--- config.mk ---
export PLATFORM = sky130hd
export DESIGN_NAME = arbitro_fifos
export DESIGN_NICKNAME = d
export VERILOG_FILES = /design/src/rtl/arbitro_fifos.sv
export SDC_FILE = /design/constraint.sdc
export NUM_CORES = 1
export LEC_CHECK = 0
export CORE_ASPECT_RATIO = 1.5
export CORE_MARGIN = 5
export CORE_UTILIZATION = 35
export DETAILED_ROUTE_END_ITERATION = 7
export PLACE_DENSITY = 0.63
export SLEW_MARGIN = 15
export SYNTH_ARGS = -nofsm -noshare
export SYNTH_HDL_FRONTEND = slang
export SYNTH_SLANG_ARGS = --single-unit
--- constraint.sdc ---
create_clock -name clk -period 4.5 [get_ports clk]
set_input_delay 1.125 -clock clk [delete_from_list [all_inputs] [get_ports clk]]
set_output_delay 1.125 -clock clk [all_outputs]
set_load 0.1 [all_outputs]
--- src/rtl/arbitro_fifos.sv ---
// -----------------------------------------------------------------------------
// arbitro_fifos
//   Four-lane ingress buffer with a round-robin output arbiter. Every lane owns
//   a small FIFO. Each cycle with ready high, one word is granted from the first
//   non-empty lane, searching upward from the round-robin pointer. The granted
//   word is presented on registered outputs. A word that arrives at a full lane
//   that is not being drained is dropped, and this sets a sticky error flag.
//
// Parameters
//   DATA_WIDTH  width of lane and output data (default 8)
//   FIFO_DEPTH  entries per lane FIFO, power of two, >= 2 (default 4)
//
// Ports
//   clk                       rising-edge clock
//   reset_L                   asynchronous active-low reset
//   data_in0..3 / valid_in0..3  lane words and their qualifiers
//   ready                     downstream accepts one word this cycle
//   data_out / valid_out / lane_out  granted word, qualifier, source lane (registered)
//   full0..3                  lane FIFO holds FIFO_DEPTH entries
//   idle                      every FIFO empty and valid_out low
//   error                     sticky overflow flag
//
// Optional feature
//   ALMOST_FULL_EN  adds almost_full0..3, high when a lane holds >= FIFO_DEPTH-1
//                   entries, so upstream can pause before words are dropped.
// -----------------------------------------------------------------------------
module arbitro_fifos #(
    parameter int DATA_WIDTH = 8,
    parameter int FIFO_DEPTH = 4
) (
    input  logic                  clk,
    input  logic                  reset_L,
    input  logic [DATA_WIDTH-1:0] data_in0,
    input  logic [DATA_WIDTH-1:0] data_in1,
    input  logic [DATA_WIDTH-1:0] data_in2,
    input  logic [DATA_WIDTH-1:0] data_in3,
    input  logic                  valid_in0,
    input  logic                  valid_in1,
    input  logic                  valid_in2,
    input  logic                  valid_in3,
    input  logic                  ready,
    output logic [DATA_WIDTH-1:0] data_out,
    output logic                  valid_out,
    output logic [1:0]            lane_out,
    output logic                  full0,
    output logic                  full1,
    output logic                  full2,
    output logic                  full3,
    output logic                  idle,
    output logic                  error
`ifdef ALMOST_FULL_EN
    ,
    output logic                  almost_full0,
    output logic                  almost_full1,
    output logic                  almost_full2,
    output logic                  almost_full3
`endif
);

    localparam int PW = $clog2(FIFO_DEPTH);
    localparam int CW = PW + 1;
    localparam logic [CW-1:0] DEPTH_C = CW'(FIFO_DEPTH);

    logic [DATA_WIDTH-1:0] w_data_in [4];
    logic [3:0]            w_valid_in;

    logic [DATA_WIDTH-1:0] r_mem   [4][FIFO_DEPTH];
    logic [PW-1:0]         r_wptr  [4];
    logic [PW-1:0]         r_rptr  [4];
    logic [CW-1:0]         r_count [4];
    logic [1:0]            r_rr_ptr;

    logic                  w_grant_valid;
    logic [1:0]            w_grant_lane;
    logic [1:0]            w_idx;
    logic [3:0]            w_pop;
    logic [3:0]            w_push;
    logic [3:0]            w_overflow;

    assign w_data_in[0] = data_in0;
    assign w_data_in[1] = data_in1;
    assign w_data_in[2] = data_in2;
    assign w_data_in[3] = data_in3;
    assign w_valid_in   = {valid_in3, valid_in2, valid_in1, valid_in0};

    // Round-robin search. Scanning from the farthest offset down to offset 0
    // leaves the nearest non-empty lane as the final winner. Only registered
    // counts are used, so a word written this cycle can never be granted in the
    // same cycle.
    always_comb begin
        w_grant_valid = 1'b0;
        w_grant_lane  = r_rr_ptr;
        w_idx         = r_rr_ptr;
        if (ready) begin
            for (int i = 3; i >= 0; i--) begin
                w_idx = r_rr_ptr + 2'(i);
                if (r_count[w_idx] != '0) begin
                    w_grant_valid = 1'b1;
                    w_grant_lane  = w_idx;
                end
            end
        end
    end

    // A full lane can still accept a word when it is drained on the same edge.
    always_comb begin
        w_pop      = '0;
        w_push     = '0;
        w_overflow = '0;
        for (int l = 0; l < 4; l++) begin
            w_pop[l]      = w_grant_valid && (w_grant_lane == 2'(l));
            w_push[l]     = w_valid_in[l] && ((r_count[l] != DEPTH_C) || w_pop[l]);
            w_overflow[l] = w_valid_in[l] && (r_count[l] == DEPTH_C) && !w_pop[l];
        end
    end

    // Storage has no reset. Stale contents are unreachable once the counts clear.
    always_ff @(posedge clk) begin
        for (int l = 0; l < 4; l++) begin
            if (w_push[l]) begin
                r_mem[l][r_wptr[l]] <= w_data_in[l];
            end
        end
    end

    always_ff @(posedge clk or negedge reset_L) begin
        if (!reset_L) begin
            for (int l = 0; l < 4; l++) begin
                r_wptr[l]  <= '0;
                r_rptr[l]  <= '0;
                r_count[l] <= '0;
            end
            r_rr_ptr  <= 2'd0;
            data_out  <= '0;
            lane_out  <= 2'd0;
            valid_out <= 1'b0;
            error     <= 1'b0;
        end else begin
            for (int l = 0; l < 4; l++) begin
                if (w_push[l]) begin
                    r_wptr[l] <= r_wptr[l] + PW'(1);
                end
                if (w_pop[l]) begin
                    r_rptr[l] <= r_rptr[l] + PW'(1);
                end
                case ({w_push[l], w_pop[l]})
                    2'b10:   r_count[l] <= r_count[l] + CW'(1);
                    2'b01:   r_count[l] <= r_count[l] - CW'(1);
                    default: r_count[l] <= r_count[l];
                endcase
            end
            valid_out <= w_grant_valid;
            if (w_grant_valid) begin
                data_out <= r_mem[w_grant_lane][r_rptr[w_grant_lane]];
                lane_out <= w_grant_lane;
                r_rr_ptr <= w_grant_lane + 2'd1;
            end
            if (|w_overflow) begin
                error <= 1'b1;
            end
        end
    end

    assign full0 = (r_count[0] == DEPTH_C);
    assign full1 = (r_count[1] == DEPTH_C);
    assign full2 = (r_count[2] == DEPTH_C);
    assign full3 = (r_count[3] == DEPTH_C);
    assign idle  = (r_count[0] == '0) && (r_count[1] == '0) &&
                   (r_count[2] == '0) && (r_count[3] == '0) && !valid_out;

`ifdef ALMOST_FULL_EN
    localparam logic [CW-1:0] ALMOST_C = CW'(FIFO_DEPTH - 1);
    assign almost_full0 = (r_count[0] >= ALMOST_C);
    assign almost_full1 = (r_count[1] >= ALMOST_C);
    assign almost_full2 = (r_count[2] >= ALMOST_C);
    assign almost_full3 = (r_count[3] >= ALMOST_C);
`endif

endmodule

# [Yosys cells after proc, flatten, opt, wreduce, memory -nomap -nowiden]
# Memory sizes are Yosys's and may differ from the RTL's.
# Cells that the tools add are included.
[word_totals] ff_bits=42 latch_bits=0 ram_bits=128 mem_bits_ro=0 inputBits=39 out_inout_bits=17 wordCells=176 n_memories=1
[mem_list] memory="r_mem" depth=4 width=32 rd=1 rd_ports_with_merged_regs=0 wr=4 line="67" rtl="logic [DATA_WIDTH-1:0] r_mem [4][FIFO_DEPTH];"
[classes] n_addsub=20 n_mul=0 n_div=0 n_lt_le_gt_ge=14 n_eq_ne=19 n_shift=0 mux=48 bitwise_logic=10 reduce_logical=47
[op_table] operator="$mux W32" count=4
[op_table] operator="$demux W8 S2" count=4
[op_table] operator="$mux W8" count=6
[op_table] operator="$ge A3 B3 Y1 const B" count=10
[op_table] operator="$not A2 Y3" count=10
[op_table] operator="$bmux W3 S2" count=4
[op_table] operator="$logic_and A1 B1 Y1" count=24
[op_table] operator="$mux W3" count=8
[op_table] operator="$pmux W3 S2" count=4
[op_table] operator="$add A2 B1 Y2 const B" count=10
[op_table] operator="$bmux W8 S2" count=1
[op_table] operator="$mux W2" count=7
[op_table] operator="$add A3 B1 Y3 const B" count=4
[op_table] operator="$eq A2 B2 Y1 const B" count=6
[op_table] operator="$eq A3 B3 Y1 const B" count=4
[op_table] operator="$logic_not A3 Y1" count=4
[op_table] operator="$lt A3 B1 Y1 const B" count=4
[op_table] operator="$ne A3 B3 Y1 const B" count=4
[op_table] operator="$reduce_bool A3 Y1" count=4
[op_table] operator="$sub A3 B1 Y3 const B" count=4
[op_table] operator="$eq A2 B1 Y1 const B" count=5
[op_table] operator="$mux W1" count=9
[op_table] operator="$reduce_bool A2 Y1" count=4
[op_table] operator="$logic_not A1 Y1" count=5
[op_table] operator="other kinds (5)" count=9

# [Logic depth before layout (Yosys ltp)]
# Gate-level depths: netlist of run 1.
[depth] word_depth=19 mapped_depth=16 mapped_depth_nobuf=14

# [Worst setup path after synthesis of run 1]
# No wires, ideal clock.
[synth_path] path_type="reg-to-reg" start="register r_count[9] (netlist bit)" end="register r_count[10] (netlist bit)" setup_time_ns=0.125 t_arrival_ns=4.360 required_ns=4.375 slack_ns=0.015 stages_incl_launch_ff=7 path_buffers=0 synth_period_minus_slack_ns=4.485 cell_sequence="dfrtp_1 > nor3b_1 > a21boi_1 > inv_1 > ha_1 > fa_1 > mux2_2"
[synth_via] elab_chain_cells=15 elab_cells_between_ends=37 cone_classes="2 x add/sub; 3 x eq/ne; 23 x mux; 9 x reduce/logical"
[synth_lines] element="start, declared" line="70" rtl="logic [CW-1:0] r_count [4];"
[synth_lines] element="start signal, assigned by index" line="147" rtl="2'b10: r_count[l] <= r_count[l] + CW'(1);"
[synth_lines] element="start signal, assigned by index" line="148" rtl="2'b01: r_count[l] <= r_count[l] - CW'(1);"
[synth_lines] element="start signal, assigned by index" line="149" rtl="default: r_count[l] <= r_count[l];"
[synth_lines] element="$bmux W3 S2" line="97" rtl="if (r_count[w_idx] != '0) begin"
[synth_lines] element="$mux W3 (not written as such) (2 in a row)" line="97"
[synth_lines] element="$reduce_bool A3 Y1" line="97"
[synth_lines] element="$mux W2 (4 in a row)" line="97"
[synth_lines] element="$mux W2" line="94" rtl="if (ready) begin"
[synth_lines] element="$logic_not A2 Y1" line="111" rtl="w_pop[l] = w_grant_valid && (w_grant_lane == 2'(l));"
[synth_lines] element="$logic_and A1 B1 Y1" line="111"
[synth_lines] element="$logic_or A1 B1 Y1" line="112" rtl="w_push[l] = w_valid_in[l] && ((r_count[l] != DEPTH_C) || w_pop[l]);"
[synth_lines] element="$logic_and A1 B1 Y1" line="112"
[synth_lines] element="$eq A2 B1 Y1 / $eq A2 B2 Y1 (equally long branches)" line="146" rtl="case ({w_push[l], w_pop[l]})"
[synth_lines] element="$pmux W3 S2 / $reduce_bool A2 Y1 (equally long branches)"
# Parallel ways exist; a longest one is shown, timed or not. The select of a mux whose other input is x is not followed.
# A chain may end at the register's enable or synchronous reset.

# [Worst setup path in the final report of run 1]
[layout_path] start="input port ready" end="register data_out[5]"
[layout_via] elab_chain_cells=9 elab_cells_between_ends=11 cone_classes="8 x mux; 2 x bitwise; 1 x memory"
[layout_lines] element="start, declared" line="41" rtl="input logic ready,"
[layout_lines] element="$mux W2" line="94"
[layout_lines] element="$not A2 Y3 (not written as such)" line="154" rtl="data_out <= r_mem[w_grant_lane][r_rptr[w_grant_lane]];"
[layout_lines] element="$bmux W2 S2" line="154"
[layout_lines] element="$mux W2 (not written as such) (2 in a row)" line="154"
[layout_lines] element="$not A2 Y3 (not written as such)" line="154"
[layout_lines] element="$bmux W8 S2" line="154"
[layout_lines] element="$mux W8 (not written as such) (2 in a row)" line="154"
[layout_lines] element="end signal, assigned" line="154"
[layout_lines] element="end, declared" line="42" rtl="output logic [DATA_WIDTH-1:0] data_out,"
# Parallel ways exist; a longest one is shown, timed or not. The select of a mux whose other input is x is not followed.

==> results.yml, run 1 <==
synth:
  ys_seq_elements: 170
  yosysSeqAreaShare: 0.649
  syn-num-nets: 578
  async_reset_ff_frac: 0.247
  ys.flop_type: "edfxtp_1"
  ys_top_cells_by_area: "edfxtp_1 51%, dfrtp_1 14%, mux2i_1 5.8%"
  ys_warn_count: 0
  yosys.area.top_type_share: 0.509
  synth_edf_count: 128
  syn_area_um2: 7550
  syn_avg_cell_area_um2: 14.7
  synthCells: 515
  yosysUniqueCellTypes: 54
  synth_top_area_cell: "edfxtp_1"
sta:
  worstMarginPinSlew_ps: 978
  fin_crit_ps: 3910
  max_freq_mhz: 256
  slew_headroom: 0.346
  worst_slack_ps: 591
  setup-tns-final_ps: 0
  hold_viol: 0
  whs_ps: 477
  drv_slew: 0
  rsz0062_at_grt: "no"
  setup_viol: 0
  finalClockSkew_ps: 8.23
  period_share: 0.869
floorplan:
  fp.coreArea_um2: 21100
  initial_utilization: 0.357
  num_rows: 65
  die_h_um: 190
  die_w_um: 130
  die-area_um2: 24700
  io_pins: 56
worst_setup_path:
  worstPathArrival_ps: 4210
  worstPathMaxFanout: 48
  crit_path_start_kind: "input port"
  endpoint_kind: "flop"
  criticalPathCategory: "input port to flop"
  required_ps: 4800
final_layout:
  final_cell_mix: "128 x edfxtp_1, 52 x clkdlybuf4s50_1, 44 x mux2i_1"
  final_common_cell: "edfxtp_1"
  area_growth_pct: 19.6
  utilization: 0.427
  num_antenna_cells: 0
  drive_above_1_share: 0.130
  nNetsFinal: 650
clock_tree:
  clockBufferDepth: 2
  cts_sinks: 170
  post_cts_buffers: 0
  cts-root-buf: "clkbuf_16"
  htreeDepth: 4
  cts-buffers-inserted: 17
  cts_tree: "built"
  clk_latency_ps: 430
  ctsHoldBuffers: 0
  clk_pin_slew_worst_paths_ps: 70
  cts.repair.resized: 0
global_routing:
  grt_use_total: 0.133
  first_global_vias: 4458
  grt_max_degree: 49
  grt-ovfl-total: 0
  grt_pass1_wl_mm: 24.7
  antenna_found_initial: 0
power_and_ir_drop:
  p_comb_frac: 0.443
  ir_drop_uv: 438
  p_per_area_nw_per_um2: 770
  swShare: 0.408
  pwr-share-seq: 0.348
  intPower_mw: 4.11
  p_switching_mw: 2.84
  power.leakage_nw: 3.37
  pwr-share-clk: 0.209
detailed_routing:
  drc: 0
  ant_nets: 0
  met2_length_mm: 8.72
  drt-met1-wl_mm: 6.18
  wl_per_cell_um: 18.2
  drt_wl_total_mm: 15.8
  viasPerCell: 5.00
  vias: 4343
  wl_met3_um: 691
  drt_iter0_drc: 264
  drtPass1Iterations: 5
  highest_layer: "met4"
place:
  hpwl_mm: 11.6
  gp_congestion: 0.888
  pre_cts_ws_ps: 129
  port_buffers: 55
worst_hold_path:
  hp-class: "flop to flop"
run:
  max_cap_viol_count: 0
outcome:
  outcome: "complete, no violations"
## sequential cells by signal, summed over array words and instances (netlist names)
name,cells
r_mem,128
r_count,12
data_out,8
r_rptr,8
r_wptr,8
lane_out,2
r_rr_ptr,2
error,1
valid_out,1
## through the flow
stage	instance area [um^2]	power, mW	std cells
detailed placement	8430	5.56	836
global route	9020	7.35	868
finish	9020	6.95	868
global placement	8430	5.46	836
floorplan	7550	4.79	515
CTS	9020	7.02	868
## Yosys cell counts, drive strengths merged, types with 2 or more instances
| master | count |
|---|---|
| a211oi | 22 |
| a21oi | 3 |
| a31oi | 4 |
| a32oi | 2 |
| and2 | 13 |
| and3 | 5 |
| buf | 10 |
| clkbuf | 8 |
| dfrtp | 42 |
| edfxtp | 128 |
| fa | 4 |
| ha | 20 |
| inv | 22 |
| mux2 | 28 |
| mux2i | 44 |
| nand2 | 28 |
| nand2b | 4 |
| nand3 | 7 |
| nor2 | 33 |
| nor2b | 2 |
| nor3 | 9 |
| nor3b | 3 |
| o21ai | 12 |
| o221ai | 7 |
| o22ai | 2 |
| o31a | 2 |
| o31ai | 2 |
| or2 | 2 |
| or3 | 3 |
| or4 | 7 |
| xnor2 | 21 |
| xor2 | 4 |
## power groups by stage
stage | clock network [mW] | logic [mW] | registers [mW]
after floorplan | 0 | 2.11 | 2.68
final | 1.45 | 3.08 | 2.42
after detailed placement | 0 | 3.11 | 2.45
after global routing | 1.56 | 3.34 | 2.46
after global placement | 0 | 3.02 | 2.43
after CTS | 1.47 | 3.12 | 2.42
## path summary, 6_finish.rpt
check,from,to,cells past startpoint,slack [ps]
max,ready,data_out[5]$_DFFE_PN0P_,11,590
min,r_rptr[5]$_DFFE_PN0P_,r_rptr[5]$_DFFE_PN0P_,1,480
max reg2reg,r_count[3]$_DFFE_PN0P_,data_out[5]$_DFFE_PN0P_,11,890
min reg2reg,r_rptr[5]$_DFFE_PN0P_,r_rptr[5]$_DFFE_PN0P_,1,480
max in group asynchronous,reset_L,r_wptr[6]$_DFFE_PN0P_,1,3400
min in group asynchronous,reset_L,r_count[8]$_DFFE_PN0P_,1,690
## area by class of cell
class,count,area [um^2]
fillers,1903,12100
inverters,22,82.6
flip-flops and latches,170,4890
repair buffers,71,676
well taps,268,335
clock inverters,14,163
clock buffers,18,429
multi-input cells,305,2440
## cell families after synthesis
logic type                 after synthesis  synth area share
buffers and inverters                   40            0.0277
DFF                                    170             0.649
AOI/OAI and AO/OA                       66            0.0682
adders and majority gates               24            0.0438
and+or+nand+nor                        118            0.0826
muxes                                   72             0.100
xor gates and xnor gates                25            0.0290
## worst max-delay path, cell delays in order
cell and delay [ps]:
clkdlybuf4s50_1 560, nand2_1 70, o21ai_0 290, o41a_1 380, o31ai_2 140, o22ai_4 190, buf_12 300, mux2_1 370
nor2_1 110, a211oi_1 80, or4_1 530
## routing by layer
metal | vias to the layer above | track usage
met1 | 2173 | 0.150
li1 | 2064 | -
met5 | - | 0
met3 | 15 | 0.0298
met4 | 0 | 0.0404
met2 | 91 | 0.247
Note: power is estimated with default switching activity, not from simulation.
==> run 2: changes to the inputs <==
Settings changed: CORE_MARGIN 5 to 3.
==> run 2 against run 1 <==
Sequential share of layout area grew 0.068 points. Cell area fell by 0.12%. Largest cell class unchanged. Highest routed layer unchanged. Setup slack improved by 14 ps. Sequential power is essentially flat. Critical endpoint is now data_out[7]$_DFFE_PN0P_. Non-clock buffer count shrank 2. Total power is 0.39% lower. Die area down 5.1%. Clock skew increased by 11 ps. Routed wire length is 0.63% higher. Combinational power is essentially flat. Global-route usage up 0.96 points.
==> results.yml, run 2 (synthesis gave the netlist of run 1 again) <==
detailed_routing:
  ant_nets: 0
  drt_wl_total_mm: 15.9
  drt_iter0_drc: 277
  vias: 4295
  wl_per_cell_um: 18.4
  drc: 0
  viasPerCell: 4.96
  drtPass1Iterations: 4
power_and_ir_drop:
  p_switching_mw: 2.82
  pwr-share-clk: 0.206
  p_comb_frac: 0.443
  ir_drop_uv: 410
  p_per_area_nw_per_um2: 768
  swShare: 0.408
  pwr-share-seq: 0.350
  intPower_mw: 4.10
  power.leakage_nw: 3.35
place:
  pre_cts_ws_ps: 173
  hpwl_mm: 11.8
  port_buffers: 55
  gp_congestion: 0.852
final_layout:
  final_cell_mix: "128 x edfxtp_1, 52 x clkdlybuf4s50_1, 44 x mux2i_1"
  area_growth_pct: 19.4
  utilization: 0.426
  drive_above_1_share: 0.127
  final_common_cell: "edfxtp_1"
  largest_register_ffs: 128
  nNetsFinal: 648
  num_antenna_cells: 0
sta:
  setup-tns-final_ps: 0
  max_freq_mhz: 257
  worst_slack_ps: 605
  drv_slew: 0
  slew_headroom: 0.339
  worstMarginPinSlew_ps: 988
  period_share: 0.866
  setup_viol: 0
  hold_viol: 0
  rsz0062_at_grt: "no"
  finalClockSkew_ps: 18.8
  fin_crit_ps: 3890
  whs_ps: 486
floorplan:
  num_rows: 65
  fp.coreArea_um2: 21100
  die_w_um: 126
  die_h_um: 186
  initial_utilization: 0.357
  io_pins: 56
  die-area_um2: 23400
clock_tree:
  cts_tree: "built"
  cts.repair.resized: 0
  clk_pin_slew_worst_paths_ps: 70
  clockBufferDepth: 2
  post_cts_buffers: 0
  htreeDepth: 4
  cts-buffers-inserted: 17
  cts_sinks: 170
  ctsHoldBuffers: 0
  clk_latency_ps: 440
  cts-root-buf: "clkbuf_16"
worst_hold_path:
  min_delay_worst_endpoint: "r_rptr[7]$_DFFE_PN0P_"
  holdPathStages: 1
  hp-class: "flop to flop"
  hold_path.startpoint: "r_rptr[7]$_DFFE_PN0P_"
worst_setup_path:
  criticalPathCategory: "input port to flop"
  path_cells: "clkdlybuf4s50_1 > nand2_1 > o22ai_1 > a41oi_2 > buf_4 > o31a_1 > o22ai_4 > buf_12 > mux2_2 > nor2_1 > a211oi_1 > or4_1"
  max_stage_delay_ps: 560
  worst-r2r-setup-slack_ps: 860
  reg2reg_depth: 12
  crit_path_top_delay_cell: "clkdlybuf4s50_1"
  path_delay_family: "buffers and inverters"
  worstPathMaxFanout: 30
  required_ps: 4790
  crit_path_start_kind: "input port"
  r2r-end: "data_out[7]$_DFFE_PN0P_"
  endpoint_kind: "flop"
  worstPathArrival_ps: 4190
  worst-path-buf-inv: 3
  r2r-start: "r_rr_ptr[1]$_DFFE_PN0P_"
global_routing:
  grt_use_total: 0.143
  first_global_vias: 4648
  grt-ovfl-total: 0
  grt_pass1_wl_mm: 25.8
  grt_max_degree: 48
  antenna_found_initial: 0
run:
  max_cap_viol_count: 0
outcome:
  outcome: "complete, no violations"
## run 2: cell count changes in the layout (fill, tap and decap cells not counted), sizes merged
cell	delta
inv	-3
clkinvlp	+1
clkinv	+2
buf	-2
## run 2: power groups by stage
stage | combinational (mW) | sequential, mW | clock [mW]
after detailed placement | 3.11 | 2.45 | 0
after floorplan | 2.11 | 2.68 | 0
after CTS | 3.12 | 2.42 | 1.46
after global routing | 3.35 | 2.47 | 1.51
final | 3.07 | 2.42 | 1.43
after global placement | 3.04 | 2.43 | 0
## run 2: layout make-up
| class | instances | area (um^2) |
|---|---|---|
| fillers | 1906 | 12100 |
| flip-flops and latches | 170 | 4890 |
| multi-input cells | 305 | 2440 |
| repair buffers | 69 | 673 |
| clock buffers | 18 | 429 |
| well taps | 268 | 335 |
| clock inverters | 14 | 154 |
| inverters | 22 | 82.6 |
## run 2: per-layer routing
metal	share of wire	wire length, um	track usage	up-vias
met4	0.016	257	0.0571	0
met5	0	0	0	-
met1	0.39	6270	0.159	2150
li1	-	-	-	2058
met3	0.028	453	0.0276	13
met2	0.56	8930	0.267	74
## run 2: worst max-delay path by stage
stage | startpoint | endpoint | slack, ps | cells past startpoint
2_1_floorplan | r_count[9]$_DFFE_PN0P_ | r_count[10]$_DFFE_PN0P_ | 20 | 6
3_3_place_gp | ready | data_out[5]$_DFFE_PN0P_ | 210 | 12
3_5_place_dp | ready | r_count[5]$_DFFE_PN0P_ | 170 | 14
4_1_cts | ready | r_count[5]$_DFFE_PN0P_ | 630 | 14
5_1_grt | ready | r_count[5]$_DFFE_PN0P_ | 400 | 14
6_report | ready | data_out[7]$_DFFE_PN0P_ | 610 | 12
## run 2: through the flow
step                cell area (um^2)  cells  total power, mW
floorplan                       7550    515             4.79
global placement                8430    834             5.47
detailed placement              8430    834             5.57
CTS                             9010    866             7.00
global route                    9010    866             7.34
finish                          9010    866             6.92
